[src/rtl/counter_sequencer_if.sv]
// Command/status bundle between counter_sequencer and its 74163-style counter.
// The master modport is the sequencer side; slave is the counter/host side.
interface counter_sequencer_if #(
   parameter int WRAP_W = 8
);
   logic              START;
   logic              STOP;
   logic [3:0]        PRELOAD;
   logic [3:0]        Q;
   logic              RCO;
   logic              ENP;
   logic              ENT;
   logic              LDb;
   logic              CLRb;
   logic [3:0]        D;
   logic              BUSY;
   logic              DONE;
   logic              ERR;
   logic [WRAP_W-1:0] WRAPS;

   modport master (
      input  START, STOP, PRELOAD, Q, RCO,
      output ENP, ENT, LDb, CLRb, D, BUSY, DONE, ERR, WRAPS
   );

   modport slave (
      output START, STOP, PRELOAD, Q, RCO,
      input  ENP, ENT, LDb, CLRb, D, BUSY, DONE, ERR, WRAPS
   );
endinterface

[src/rtl/counter_sequencer.sv]
// Sequencer for a 74163-style counter: clear, preload, paced stepping, wrap counting, DONE pulse.
// Optional macro SHADOW_CHECK_EN adds a shadow counter that flags Q/RCO mismatches (sticky ERR).
module counter_sequencer #(
   parameter int STEP_DIV    = 25_000_000,
   parameter int WRAP_TARGET = 4,
   parameter int WRAP_W      = 8
) (
   input logic                 CLK50M,
   input logic                 RST,
   counter_sequencer_if.master bus
);

   localparam int PW = (STEP_DIV > 2) ? $clog2(STEP_DIV) : 1;
   localparam logic [PW-1:0]     PRESC_TERM  = PW'(STEP_DIV - 1);
   localparam logic [WRAP_W-1:0] WRAPS_LAST  = WRAP_W'(WRAP_TARGET - 1);
   localparam logic [WRAP_W-1:0] WRAPS_FINAL = WRAP_W'(WRAP_TARGET);

`ifdef SHADOW_CHECK_EN
   typedef enum logic [2:0] {
      S_IDLE, S_CLEAR, S_LOAD, S_RUN, S_DONE, S_ERROR
   } state_t;
`else
   typedef enum logic [2:0] {
      S_IDLE, S_CLEAR, S_LOAD, S_RUN, S_DONE
   } state_t;
`endif

   state_t            state_reg;
   logic [PW-1:0]     presc_reg;
   logic [PW-1:0]     presc_next;
   logic [3:0]        preload_reg;
   logic              enp_reg;
   logic              ent_reg;
   logic              ldb_reg;
   logic              clrb_reg;
   logic [3:0]        d_reg;
   logic              busy_reg;
   logic              done_reg;
   logic [WRAP_W-1:0] wraps_reg;
   logic              mismatch;

   always_comb begin
      presc_next = (presc_reg == PRESC_TERM) ? '0 : presc_reg + 1'b1;
   end

`ifdef SHADOW_CHECK_EN
   logic [3:0] shadow_reg;
   logic       err_reg;

   // Mirrors what the counter must do given the controls this block actually drove.
   always_ff @(posedge CLK50M) begin
      if (RST) begin
         shadow_reg <= 4'd0;
      end else if (!clrb_reg) begin
         shadow_reg <= 4'd0;
      end else if (!ldb_reg) begin
         shadow_reg <= d_reg;
      end else if (enp_reg && ent_reg) begin
         shadow_reg <= shadow_reg + 4'd1;
      end
   end

   always_comb begin
      mismatch = (bus.Q != shadow_reg) || (bus.RCO != (ent_reg && (shadow_reg == 4'hF)));
   end

   assign bus.ERR = err_reg;
`else
   logic unused_inputs;
   assign unused_inputs = ^{bus.Q};
   assign mismatch      = 1'b0;
   assign bus.ERR       = 1'b0;
`endif

   always_ff @(posedge CLK50M) begin
      if (RST) begin
         state_reg   <= S_IDLE;
         presc_reg   <= '0;
         preload_reg <= 4'd0;
         enp_reg     <= 1'b0;
         ent_reg     <= 1'b0;
         ldb_reg     <= 1'b1;
         clrb_reg    <= 1'b1;
         d_reg       <= 4'd0;
         busy_reg    <= 1'b0;
         done_reg    <= 1'b0;
         wraps_reg   <= '0;
`ifdef SHADOW_CHECK_EN
         err_reg     <= 1'b0;
`endif
      end else begin
         // Single-cycle strobes and load data fall back to idle unless a state re-asserts them.
         enp_reg  <= 1'b0;
         ent_reg  <= 1'b0;
         ldb_reg  <= 1'b1;
         clrb_reg <= 1'b1;
         d_reg    <= 4'd0;
         done_reg <= 1'b0;

         case (state_reg)
            S_IDLE: begin
               if (bus.START && !bus.STOP) begin
                  state_reg   <= S_CLEAR;
                  preload_reg <= bus.PRELOAD;
                  wraps_reg   <= '0;
                  clrb_reg    <= 1'b0;
                  busy_reg    <= 1'b1;
               end
            end

            S_CLEAR: begin
               if (bus.STOP) begin
                  state_reg <= S_IDLE;
                  busy_reg  <= 1'b0;
               end else begin
                  state_reg <= S_LOAD;
                  ldb_reg   <= 1'b0;
                  d_reg     <= preload_reg;
               end
            end

            S_LOAD: begin
               presc_reg <= '0;
               if (bus.STOP) begin
                  state_reg <= S_IDLE;
                  busy_reg  <= 1'b0;
               end else begin
                  state_reg <= S_RUN;
               end
            end

            S_RUN: begin
               if (mismatch) begin
`ifdef SHADOW_CHECK_EN
                  state_reg <= S_ERROR;
                  err_reg   <= 1'b1;
`endif
                  busy_reg  <= 1'b0;
               end else if (bus.STOP) begin
                  state_reg <= S_IDLE;
                  busy_reg  <= 1'b0;
               end else begin
                  presc_reg <= presc_next;
                  enp_reg   <= (presc_next == PRESC_TERM);
                  ent_reg   <= (presc_next == PRESC_TERM);
                  // enp_reg high means this cycle is a step; RCO then marks a wrap.
                  if (enp_reg && bus.RCO) begin
                     if (wraps_reg != WRAPS_FINAL) begin
                        wraps_reg <= wraps_reg + 1'b1;
                     end
                     if (wraps_reg == WRAPS_LAST) begin
                        state_reg <= S_DONE;
                        done_reg  <= 1'b1;
                        enp_reg   <= 1'b0;
                        ent_reg   <= 1'b0;
                     end
                  end
               end
            end

            S_DONE: begin
               state_reg <= S_IDLE;
               busy_reg  <= 1'b0;
            end

            default: begin
               busy_reg <= 1'b0;
            end
         endcase
      end
   end

   assign bus.ENP   = enp_reg;
   assign bus.ENT   = ent_reg;
   assign bus.LDb   = ldb_reg;
   assign bus.CLRb  = clrb_reg;
   assign bus.D     = d_reg;
   assign bus.BUSY  = busy_reg;
   assign bus.DONE  = done_reg;
   assign bus.WRAPS = wraps_reg;

endmodule

[src/flat_wrapper.sv]
// flat-port wrapper written by rule: the top's interface ports become plain ports
module counter_sequencer_flat 
#(
   parameter int STEP_DIV    = 25_000_000,
   parameter int WRAP_TARGET = 4,
   parameter int WRAP_W      = 8
)
  (CLK50M, RST, bus_START, bus_STOP, bus_PRELOAD, bus_Q, bus_RCO, bus_ENP, bus_ENT, bus_LDb, bus_CLRb, bus_D, bus_BUSY, bus_DONE, bus_ERR, bus_WRAPS);
  counter_sequencer_if #(.WRAP_W(WRAP_W)) bus_i ();
  input logic CLK50M;
  input logic RST;
  input wire logic [$bits(bus_i.START)-1:0] bus_START;
  input wire logic [$bits(bus_i.STOP)-1:0] bus_STOP;
  input wire logic [$bits(bus_i.PRELOAD)-1:0] bus_PRELOAD;
  input wire logic [$bits(bus_i.Q)-1:0] bus_Q;
  input wire logic [$bits(bus_i.RCO)-1:0] bus_RCO;
  output wire logic [$bits(bus_i.ENP)-1:0] bus_ENP;
  output wire logic [$bits(bus_i.ENT)-1:0] bus_ENT;
  output wire logic [$bits(bus_i.LDb)-1:0] bus_LDb;
  output wire logic [$bits(bus_i.CLRb)-1:0] bus_CLRb;
  output wire logic [$bits(bus_i.D)-1:0] bus_D;
  output wire logic [$bits(bus_i.BUSY)-1:0] bus_BUSY;
  output wire logic [$bits(bus_i.DONE)-1:0] bus_DONE;
  output wire logic [$bits(bus_i.ERR)-1:0] bus_ERR;
  output wire logic [$bits(bus_i.WRAPS)-1:0] bus_WRAPS;
  assign bus_i.START = bus_START;
  assign bus_i.STOP = bus_STOP;
  assign bus_i.PRELOAD = bus_PRELOAD;
  assign bus_i.Q = bus_Q;
  assign bus_i.RCO = bus_RCO;
  assign bus_ENP = bus_i.ENP;
  assign bus_ENT = bus_i.ENT;
  assign bus_LDb = bus_i.LDb;
  assign bus_CLRb = bus_i.CLRb;
  assign bus_D = bus_i.D;
  assign bus_BUSY = bus_i.BUSY;
  assign bus_DONE = bus_i.DONE;
  assign bus_ERR = bus_i.ERR;
  assign bus_WRAPS = bus_i.WRAPS;
  counter_sequencer #(.STEP_DIV(STEP_DIV), .WRAP_TARGET(WRAP_TARGET), .WRAP_W(WRAP_W)) u_core (.CLK50M(CLK50M), .RST(RST), .bus(bus_i));
endmodule
[config.mk]
export PLATFORM = sky130hd
export DESIGN_NAME = counter_sequencer_flat
export DESIGN_NICKNAME = d
export VERILOG_FILES = /design/src/rtl/counter_sequencer_if.sv /design/src/rtl/counter_sequencer.sv /design/src/flat_wrapper.sv
export SDC_FILE = /design/constraint.sdc
export NUM_CORES = 1
export LEC_CHECK = 0
export ABC_AREA = 1
export BUFFER_PORTS_ARGS = -buffer_cell sky130_fd_sc_hd__buf_4
export CAP_MARGIN = 15
export CORE_ASPECT_RATIO = 0.6
export CORE_UTILIZATION = 50
export CTS_CLUSTER_DIAMETER = 30
export CTS_CLUSTER_SIZE = 24
export DETAILED_ROUTE_END_ITERATION = 7
export PLACE_DENSITY = 0.82
export SLEW_MARGIN = 20
export SYNTH_ARGS = -nofsm -noshare
export SYNTH_HDL_FRONTEND = slang
export SYNTH_SLANG_ARGS = --single-unit
[constraint.sdc]
create_clock -name CLK50M -period 1.49 [get_ports CLK50M]
set_clock_uncertainty 0.05 [all_clocks]
set_input_delay 0.149 -clock CLK50M [delete_from_list [all_inputs] [get_ports CLK50M]]
set_output_delay 0.149 -clock CLK50M [all_outputs]
set_load 0.005 [all_outputs]
* Word-level counts from Yosys, hierarchy flattened
Index checks and enable logic that the tools add are counted.
** Storage, ports and cells
- Latch bits :: 0
- Input bits :: 13
- Word-level logic and storage cells :: 72
- Bits in registers :: 49
- Bits in read-only memories :: 0
- Output and inout bits :: 19
- Memory bits (writable) :: 0
- Memories kept :: 0
** Cells by class
- Shift-type cells :: 0
- Divide/modulo/power cells :: 0
- Equal/unequal tests :: 15
- Reductions and logical operators :: 18
- $add $sub $neg :: 2
- Muxes and demuxes :: 23
- Bitwise logic cells :: 4
- $mul :: 0
- Order comparisons :: 0
** Operator list (count)
- 25-bit equality test, second input constant :: 2
- 25-bit 2-to-1 mux :: 2
- 25-bit case mux with 2 select lines :: 1
- 8-bit 2-to-1 mux :: 4
- 25-bit by 1-bit adder with 25-bit output, second input constant :: 1
- 8-bit case mux with 2 select lines :: 1
- 3-bit case mux with 5 select lines :: 1
- 3-bit 2-to-1 mux :: 4
- 3-bit OR reduction :: 3
- 8-bit by 1-bit adder with 8-bit output, second input constant :: 1
- 8-bit by 2-bit equality test with 1-bit output, second input constant :: 1
- 2-bit by 1-bit != test with 1-bit output, second input constant :: 4
- 8-bit by 3-bit != test with 1-bit output, second input constant :: 1
- 1-bit 2-to-1 mux :: 7
- 3-bit by 2-bit equality test with 1-bit output, second input constant :: 2
- 3-bit by 2-bit != test with 1-bit output, second input constant :: 2
- 2-bit AND reduction :: 3
- 5-bit AND reduction :: 1
- 5-bit nonzero test :: 1
- 2-bit 2-to-1 mux :: 2
- 1-bit inverter :: 4
- 4-bit AND reduction :: 1
- 2-bit nonzero test :: 2
- 2-bit OR reduction :: 2
- 8 further kinds :: 9

* Longest topological paths before layout
Gate-level depths: netlist of the first run.
- Word-level depth :: 5
- Depth in mapped cells :: 13
- Gate-level depth less buffers :: 13

* Least setup slack after synthesis of the first run
Ideal clock, no wire load.
- Path type :: register to register
- From :: register u_core.presc_reg[1]
- To :: register u_core.enp_reg (netlist: u_core.bus.ENP)
- Buffers on the path :: 0
- Data arrival time :: 1426 ps
- Setup time :: 110 ps
- Cell stages (with the launch flop) :: 12
- Data required time :: 1330 ps
- Clock period less this slack :: 1586 ps
- Path slack :: -96 ps
- Cell sequence :: dfxtp_1 -> ha_1 -> nand2_1 -> nor2_4 -> nand2_1 -> nor2_1 -> nand2_2 -> and2_2 -> nand3_1 -> nor2_1 -> nand2_1 -> nor2_1
** Between the ends
- Longest elaborated chain between the ends :: 5
- Elaborated cells on any way between the ends :: 6
- Those cells by class :: add/sub: 1; eq/ne: 2; mux: 3
** Ends and longest elaborated chain
- from (decl) :: line counter_sequencer.sv:29 : logic [PW-1:0] presc_reg;
- from (signal assigned) :: line counter_sequencer.sv:143 : presc_reg <= presc_next;
- 25-bit by 1-bit adder with 25-bit output or 25-bit equality test (tied branches) :: line counter_sequencer.sv:43 : presc_next = (presc_reg == PRESC_TERM) ? '0 : presc_reg + 1'b1;
- 25-bit 2-to-1 mux (*) :: line counter_sequencer.sv:43
- 25-bit equality test (*) :: line counter_sequencer.sv:144 : enp_reg <= (presc_next == PRESC_TERM);
- 1-bit 2-to-1 mux :: line counter_sequencer.sv:151 : if (wraps_reg == WRAPS_LAST) begin
- 1-bit 2-to-1 mux (*) :: line counter_sequencer.sv:147 : if (enp_reg && bus.RCO) begin
- to (signal assigned) :: line counter_sequencer.sv:144
- to (decl) :: line counter_sequencer.sv:32 : logic enp_reg;
Every way passes the cells marked *; elsewhere a longest branch is shown, timed or not.
A chain may end at the register's enable or synchronous reset.

* Final worst setup path of the first run
- From :: register u_core.presc_reg[0]
- To :: register u_core.enp_reg (netlist: u_core.bus.ENP)
Same word-level chain as after synthesis.

==> reports/results.tsv, run 1 <==
stage	metric	value	unit
status	outcome	complete, but fails checks	
status	violated checks	setup timing	
critical_path	type of origin of the critical path	register	
floorplanning	Die Footprint	5950	um2
place	I/O Buffers	26	
drt	Max Used Layer	met4	
synthesis	Post-synth EDFFs	0	
synthesis	Syn. warnings	0	
drt	Metal-1 WL	4.53	mm
floorplanning	Core Box Area	5230	um2
clock_tree	clk buf depth	2	
final_layout	Final Util	85.7	%
synthesis	syn_area_per_cell	6.23	um2
drt	final WL	12.8	mm
clock_tree	Root Driver	clkbuf_8	
synthesis	Mapped Area	2820	um2
drt	DR WL met3	1.99	mm
synthesis	Synthesized Nets	468	
drt	DRC	0	
flow_run	Max Cap Violations	0	
critical_path	R2R cell count	13	
final_layout	Final #Nets	596	
synthesis	Cells after Synth	452	
drt	post-route ant nets	0	
timing	period utilisation layout	131	%
clock_tree	TritonCTS clock tree	built	
critical_path	RR Startpoint	u_core.presc_reg[0]	
grt	vias in the first global route	3222	
timing	final setup violation count	37	
final_layout	share of cells above drive strength 1	46.1	%
floorplanning	Rows	20	
drt	drt first pass iters	7	
clock_tree	# H-tree levels	2	
grt	GRT overflow	0	
place	Routability Congestion	1.03	
synthesis	Cell variety after synth	30	
timing	RSZ-0062 raised after global routing	true	
final_layout	Area Growth Syn to Fin	59.0	%
critical_path	CP Launch Point	u_core.presc_reg[0]	
drt	vias per cell	6.31	
drt	starting DRC count in detailed routing	566	
drt	DR vias	4083	
clock_tree	clk sink count	49	
critical_path	Worst EP required	1.71	ns
final_layout	diode count	0	
critical_path	CP arrival	2.17	ns
timing	fin worst setup slack	-0.456	ns
floorplanning	IO Count	32	
critical_path	RR Endpoint	u_core.bus.ENP	
synthesis	Yosys reg bits	49	
final_layout	most common cell after layout, fill and taps aside	buf_4	
timing	Tmin final	1.95	ns
power_and_ir_drop	Pwr Density	743	nW/um2
grt	Overall Global Routing Usage	34.9	%
timing	fin. max-slew vios	0	
critical_path	crit end category	register	
floorplanning	Die W	98.9	um
power_and_ir_drop	Max IR drop VDD	0.000574	V
final_layout	most frequent cells in the layout	buf_4, nand2_1, nor2_1, inv_1, nand3_1	
floorplanning	initial core utilization	53.9	%
grt	first-pass GRT wire length	15.7	mm
grt	initial antenna violation count	0	
grt	pin count of the biggest net entering global routing	20	
floorplanning	Chip Height	60.2	um
timing	final hold violation count	0	
clock_tree	clock-pin slew of the registers on the worst-case setup and hold paths	0.11	ns
final_layout	filler cell count	265	
synthesis	Post-synth ARST share	0	%
drt	Met2 Wirelength	5.51	mm
power_and_ir_drop	Total Power	3.33	mW
hold_path	Worst Hold End	u_core.preload_reg[3]	
hold_path	Min-Delay Startpoint	bus_PRELOAD[3]	
hold_path	HP Class	input pin to register	
critical_path	flop-to-flop setup slack	-0.46	ns
clock_tree	Clock Latency Late Sink	0.34	ns
critical_path	worst-path fanout max	5	
place	Detailed Place HPWL	7.14	mm
drt	Wirelength per Cell	19.8	um
final_layout	max reg flops	25	
synthesis	Seq/Total Area, Yosys	34.8	%
hold_path	Cells on Worst Hold Path	3	
synthesis	top_reg_cell synth	dfxtp_1	
critical_path	critical path class	register to register	
power_and_ir_drop	Leak	1.91	nW
timing	Max Fclk	514	MHz
clock_tree	TritonCTS Buffers	5	
## critical path, stage by stage, from the launching register on
cell	delay (ns)
dfxtp_4	0.39
ha_4	0.18
nand2_4	0.07
nor2_4	0.16
nand2_2	0.13
nor2_4	0.12
nand2_4	0.12
nand2_2	0.09
nand2_1	0.06
nor2_1	0.10
nand2_1	0.11
nor2_2	0.12
nand2_1	0.07
nor2_1	0.11
## what timing repair did
action / CTS / global route
setup endpoints to repair: 32 / 37
resized for setup: 68 / 87
pin swaps: 20 / 28
cloned: 0 / 1
hold buffers: 0 / 0
setup buffers: 7 / 10
## routing by layer
metal	vias to the layer above	global-route usage (%)
met5	-	0
li1	1710	-
met3	123	10.6
met1	1816	46.4
met2	434	55.2
met4	0	9.59
## power breakdown
group          internal [mW]  switching, mW
Combinational          0.426          0.544
Sequential              1.39         0.0761
Clock                  0.341          0.549
Total                   2.16           1.17
## area by class of cell
class | instances | area, um2 | share of cell area [%]
inverters | 57 | 216 | 4.83
well taps | 66 | 82.6 | 1.84
clock buffers | 5 | 68.8 | 1.54
clock inverters | 3 | 25.0 | 0.559
flip-flops and latches | 49 | 1030 | 23.0
repair buffers | 132 | 1070 | 23.8
multi-input cells | 335 | 1990 | 44.4
## synthesized netlist by cell type, types with 2 or more instances
cell type  instances  area, um2
or2_2              3       18.8
o21ai_1            2       10.0
xor2_1             5       43.8
o21ai_0           19       95.1
buf_4              3       22.5
clkbuf_1           4       15.0
dfxtp_1           49        981
nand3_1           43        215
a21oi_1           15       75.1
buf_2              4       20.0
o32ai_1            3       26.3
nor2_1            83        312
nor2_4             4       45.0
inv_1             56        210
o22ai_1           12       75.1
nand2_2            3       18.8
nand4_1           12       75.1
ha_1               3       37.5
nand2_1          115        432
nor2_2             2       12.5
nor3_1             3       15.0
## worst max-delay path by stage
stage                      to  slack (ns)  depth (start not counted)
2_1_floorplan  u_core.bus.ENP       -0.02                         13
3_5_place_dp   u_core.bus.ENP       -0.37                         13
3_3_place_gp   u_core.bus.ENP       -0.29                         13
4_1_cts        u_core.bus.ENP       -0.22                         13
5_1_grt        u_core.bus.ENP       -0.51                         12
6_report       u_core.bus.ENP       -0.46                         13
## stage by stage
| stage | hold WS (ns) | cell area [um2] | instances | setup slack [ns] | setup TNS, ns |
|---|---|---|---|---|---|
| finish | 0.0436 | 4480 | 647 | -0.456 | -6.66 |
| global route | 0.0711 | 4480 | 647 | -0.506 | -8.03 |
| CTS | 0.0567 | 4090 | 636 | -0.217 | -1.54 |
| detailed placement | 0.383 | 3760 | 622 | -0.369 | -3.00 |
| global placement | 0.376 | 3760 | 622 | -0.292 | -1.69 |
| floorplan | 0.261 | 2850 | 452 | -0.0220 | -0.0220 |
## cell families (layout without fill, tap and decap cells)
family	after synthesis	in the layout	share of synthesized area (%)
compound gates	53	53	10.5
xor+xnor	6	6	1.86
flops	49	49	34.8
other cells	1	1	0.133
fa+ha+maj	3	3	1.33
simple gates	272	272	41.7
buf+inv	68	197	9.64
Power figures use the tool's default switching activity.
==> run 2: changes to the inputs <==
- CORE_MARGIN: unset -> 2
==> run 2 against run 1 <==
- the flow still finishes with violations (setup timing)
- sequential share of layout area down 0.80 points
- clock-buffer cell count is the same
- critical endpoint unchanged
- die area grew 5.4%
- combinational power grew 2.3%
- power about the same
- sequential power about the same
==> reports/results.tsv, run 2 (same netlist as run 1, synthesis figures left out) <==
stage	metric	value	unit	change
floorplanning	Die Footprint	6270	um2	+5.4%
final_layout	Multi-input gate area	2090	um2	+4.8%
grt	GRT overflow	0		unchanged
floorplanning	initial core utilization	51.1	%	-2.8 points
clock_tree	Root Driver	clkbuf_8		
critical_path	CP most frequent cell	nor2_1		
power_and_ir_drop	Sw Pwr	1.18	mW	+1.0%
drt	post-route ant nets	0		unchanged
drt	drt first pass iters	8		+1
place	Placement Setup Slack	-0.257	ns	+0.113 ns
final_layout	cell area after layout	4550	um2	+1.5%
clock_tree	cts hold-fix bufs	0		unchanged
status	violated checks	setup timing		
grt	initial antenna violation count	0		unchanged
drt	starting DRC count in detailed routing	557		-1.6%
clock_tree	TritonCTS clock tree	built		
clock_tree	clock-pin slew of the registers on the worst-case setup and hold paths	0.10	ns	about the same
final_layout	diode count	0		unchanged
power_and_ir_drop	Leak	1.95	nW	+2.5%
final_layout	max reg flops	25		unchanged
power_and_ir_drop	clock share of power	26.4	%	-0.3 points
critical_path	type of origin of the critical path	register		
clock_tree	TritonCTS Buffers	5		unchanged
final_layout	most frequent cells in the layout	buf_4, nand2_1, nor2_1, inv_1, dfxtp_1		
timing	period utilisation layout	133	%	+2.2 points
drt	vias per cell	6.12		-3.1%
drt	DR vias	3964		-2.9%
critical_path	crit end category	register		
grt	Overall Global Routing Usage	33.6	%	-1.3 points
critical_path	CP arrival	2.17	ns	about the same
critical_path	critical path class	register to register		
floorplanning	Die W	101	um	+2.0%
status	outcome	complete, but fails checks		
timing	fin. max-slew vios	0		unchanged
grt	vias in the first global route	3317		+2.9%
floorplanning	Rows	21		+5.0%
final_layout	Reg area	1010	um2	-2.1%
flow_run	Max Cap Violations	0		unchanged
grt	pin count of the biggest net entering global routing	20		unchanged
power_and_ir_drop	Flop pwr share	43.8	%	-0.3 points
clock_tree	clk sink count	49		unchanged
power_and_ir_drop	Total Power	3.33	mW	about the same
power_and_ir_drop	Pwr Density	732	nW/um2	-1.5%
floorplanning	Core Box Area	5520	um2	+5.5%
timing	final setup violation count	34		-8.1%
critical_path	worst-path fanout max	5		unchanged
timing	Max Fclk	506	MHz	-1.6%
clock_tree	Clock Latency Late Sink	0.33	ns	about the same
timing	RSZ-0062 raised after global routing	true		
critical_path	CP peak stage delay	0.38	ns	about the same
grt	first-pass GRT wire length	16.4	mm	+4.3%
final_layout	filler cell count	302		+14%
drt	DRC	0		unchanged
final_layout	Final #Nets	594		-0.34%
critical_path	Worst EP required	1.68	ns	-0.03 ns
critical_path	slowest cell on the critical path	dfxtp_4		
power_and_ir_drop	Sw Share	35.5	%	+0.36 points
floorplanning	Chip Height	62.2	um	+3.3%
place	I/O Buffers	26		unchanged
power_and_ir_drop	Int Pwr	2.15	mW	-0.59%
drt	final WL	12.6	mm	-1.9%
final_layout	Area Growth Syn to Fin	61.4	%	
final_layout	share of cells above drive strength 1	45.4	%	-0.70 points
clock_tree	# H-tree levels	2		unchanged
floorplanning	IO Count	32		unchanged
clock_tree	clk buf depth	2		unchanged
power_and_ir_drop	power share of the combinational group	29.8	%	+0.6 points
drt	Wirelength per Cell	19.4	um	-2.1%
place	Detailed Place HPWL	7.05	mm	-1.1%
timing	final hold violation count	0		unchanged
timing	Tmin final	1.98	ns	+0.0321 ns
hold_path	HP Class	input pin to register		
power_and_ir_drop	Max IR drop VDD	0.000518	V	-9.8%
timing	fin worst setup slack	-0.488	ns	-0.0321 ns
place	Routability Congestion	1.00		-3.0%
critical_path	critical-path cell list	ha_4 > nand2_4 > nor2_4 > nand3b_1 > nor2_1 > nand2_1 > and2_4 > nand3_2 > nor2_1 > nand2_1 > nor2_1		
final_layout	most common cell after layout, fill and taps aside	buf_4		
place	Post-DP Area	3710	um2	-1.4%
run 2: final timing paths:
path                         startpoint                     to  slack, ns  cells after the start
hold / removal           bus_PRELOAD[1]  u_core.preload_reg[1]       0.05                      3
setup reg to reg    u_core.presc_reg[0]         u_core.bus.ENP      -0.49                     11
hold reg to reg   u_core.preload_reg[2]        u_core.bus.D[2]       0.40                      2
setup / recovery    u_core.presc_reg[0]         u_core.bus.ENP      -0.49                     11
run 2: repair_timing:
item                                    in CTS  in global routing
pin swaps                                   20                 33
endpoints found under the setup margin      33                 38
buffers inserted                             6                 14
gates cloned                                 1                  0
gates resized for setup                     73                 90
run 2: metal layers:
layer / wire [um] / GRT usage [%] / share of wire [%]
met4: 945 / 13.0 / 7.5
met3: 1670 / 7.66 / 13
met1: 4720 / 48.7 / 38
met5: 0 / 0 / 0
met2: 5240 / 48.4 / 42
run 2: stage by stage:
step           utilization (%)  std cells  hold WS [ns]  TNS (ns)
3_5_place_dp              67.2        619         0.379     -1.93
6_report                  82.4        648        0.0497     -6.55
2_1_floorplan                -        452         0.261   -0.0220
4_1_cts                   74.4        634        0.0591     -1.69
5_1_grt                   82.4        648        0.0519     -8.75
3_3_place_gp              67.2        619         0.376     -1.12
run 2: layout make-up:
| type | instances | share of cell area [%] |
|---|---|---|
| multi-input combinational | 335 | 45.9 |
| inverter | 57 | 4.93 |
| clock buffer | 5 | 1.51 |
| clock inverter | 3 | 0.495 |
| sequential | 49 | 22.2 |
| tap | 69 | 1.90 |
| timing repair buffer | 130 | 23.1 |
run 2: power groups by stage:
stage / clock network [mW] / registers (mW) / logic [mW]
after floorplan: 0 / 1.46 / 0.348
after global placement: 0 / 1.46 / 0.633
after detailed placement: 0 / 1.46 / 0.662
after CTS: 0.836 / 1.44 / 0.771
after global routing: 0.918 / 1.46 / 1.06
final: 0.877 / 1.46 / 0.993
run 2: critical path: cells and delay by family, from the launching register on:
family,cells,cell delay [ns]
simple gates,10,1.27
flops,1,0.38
fa+ha+maj,1,0.16
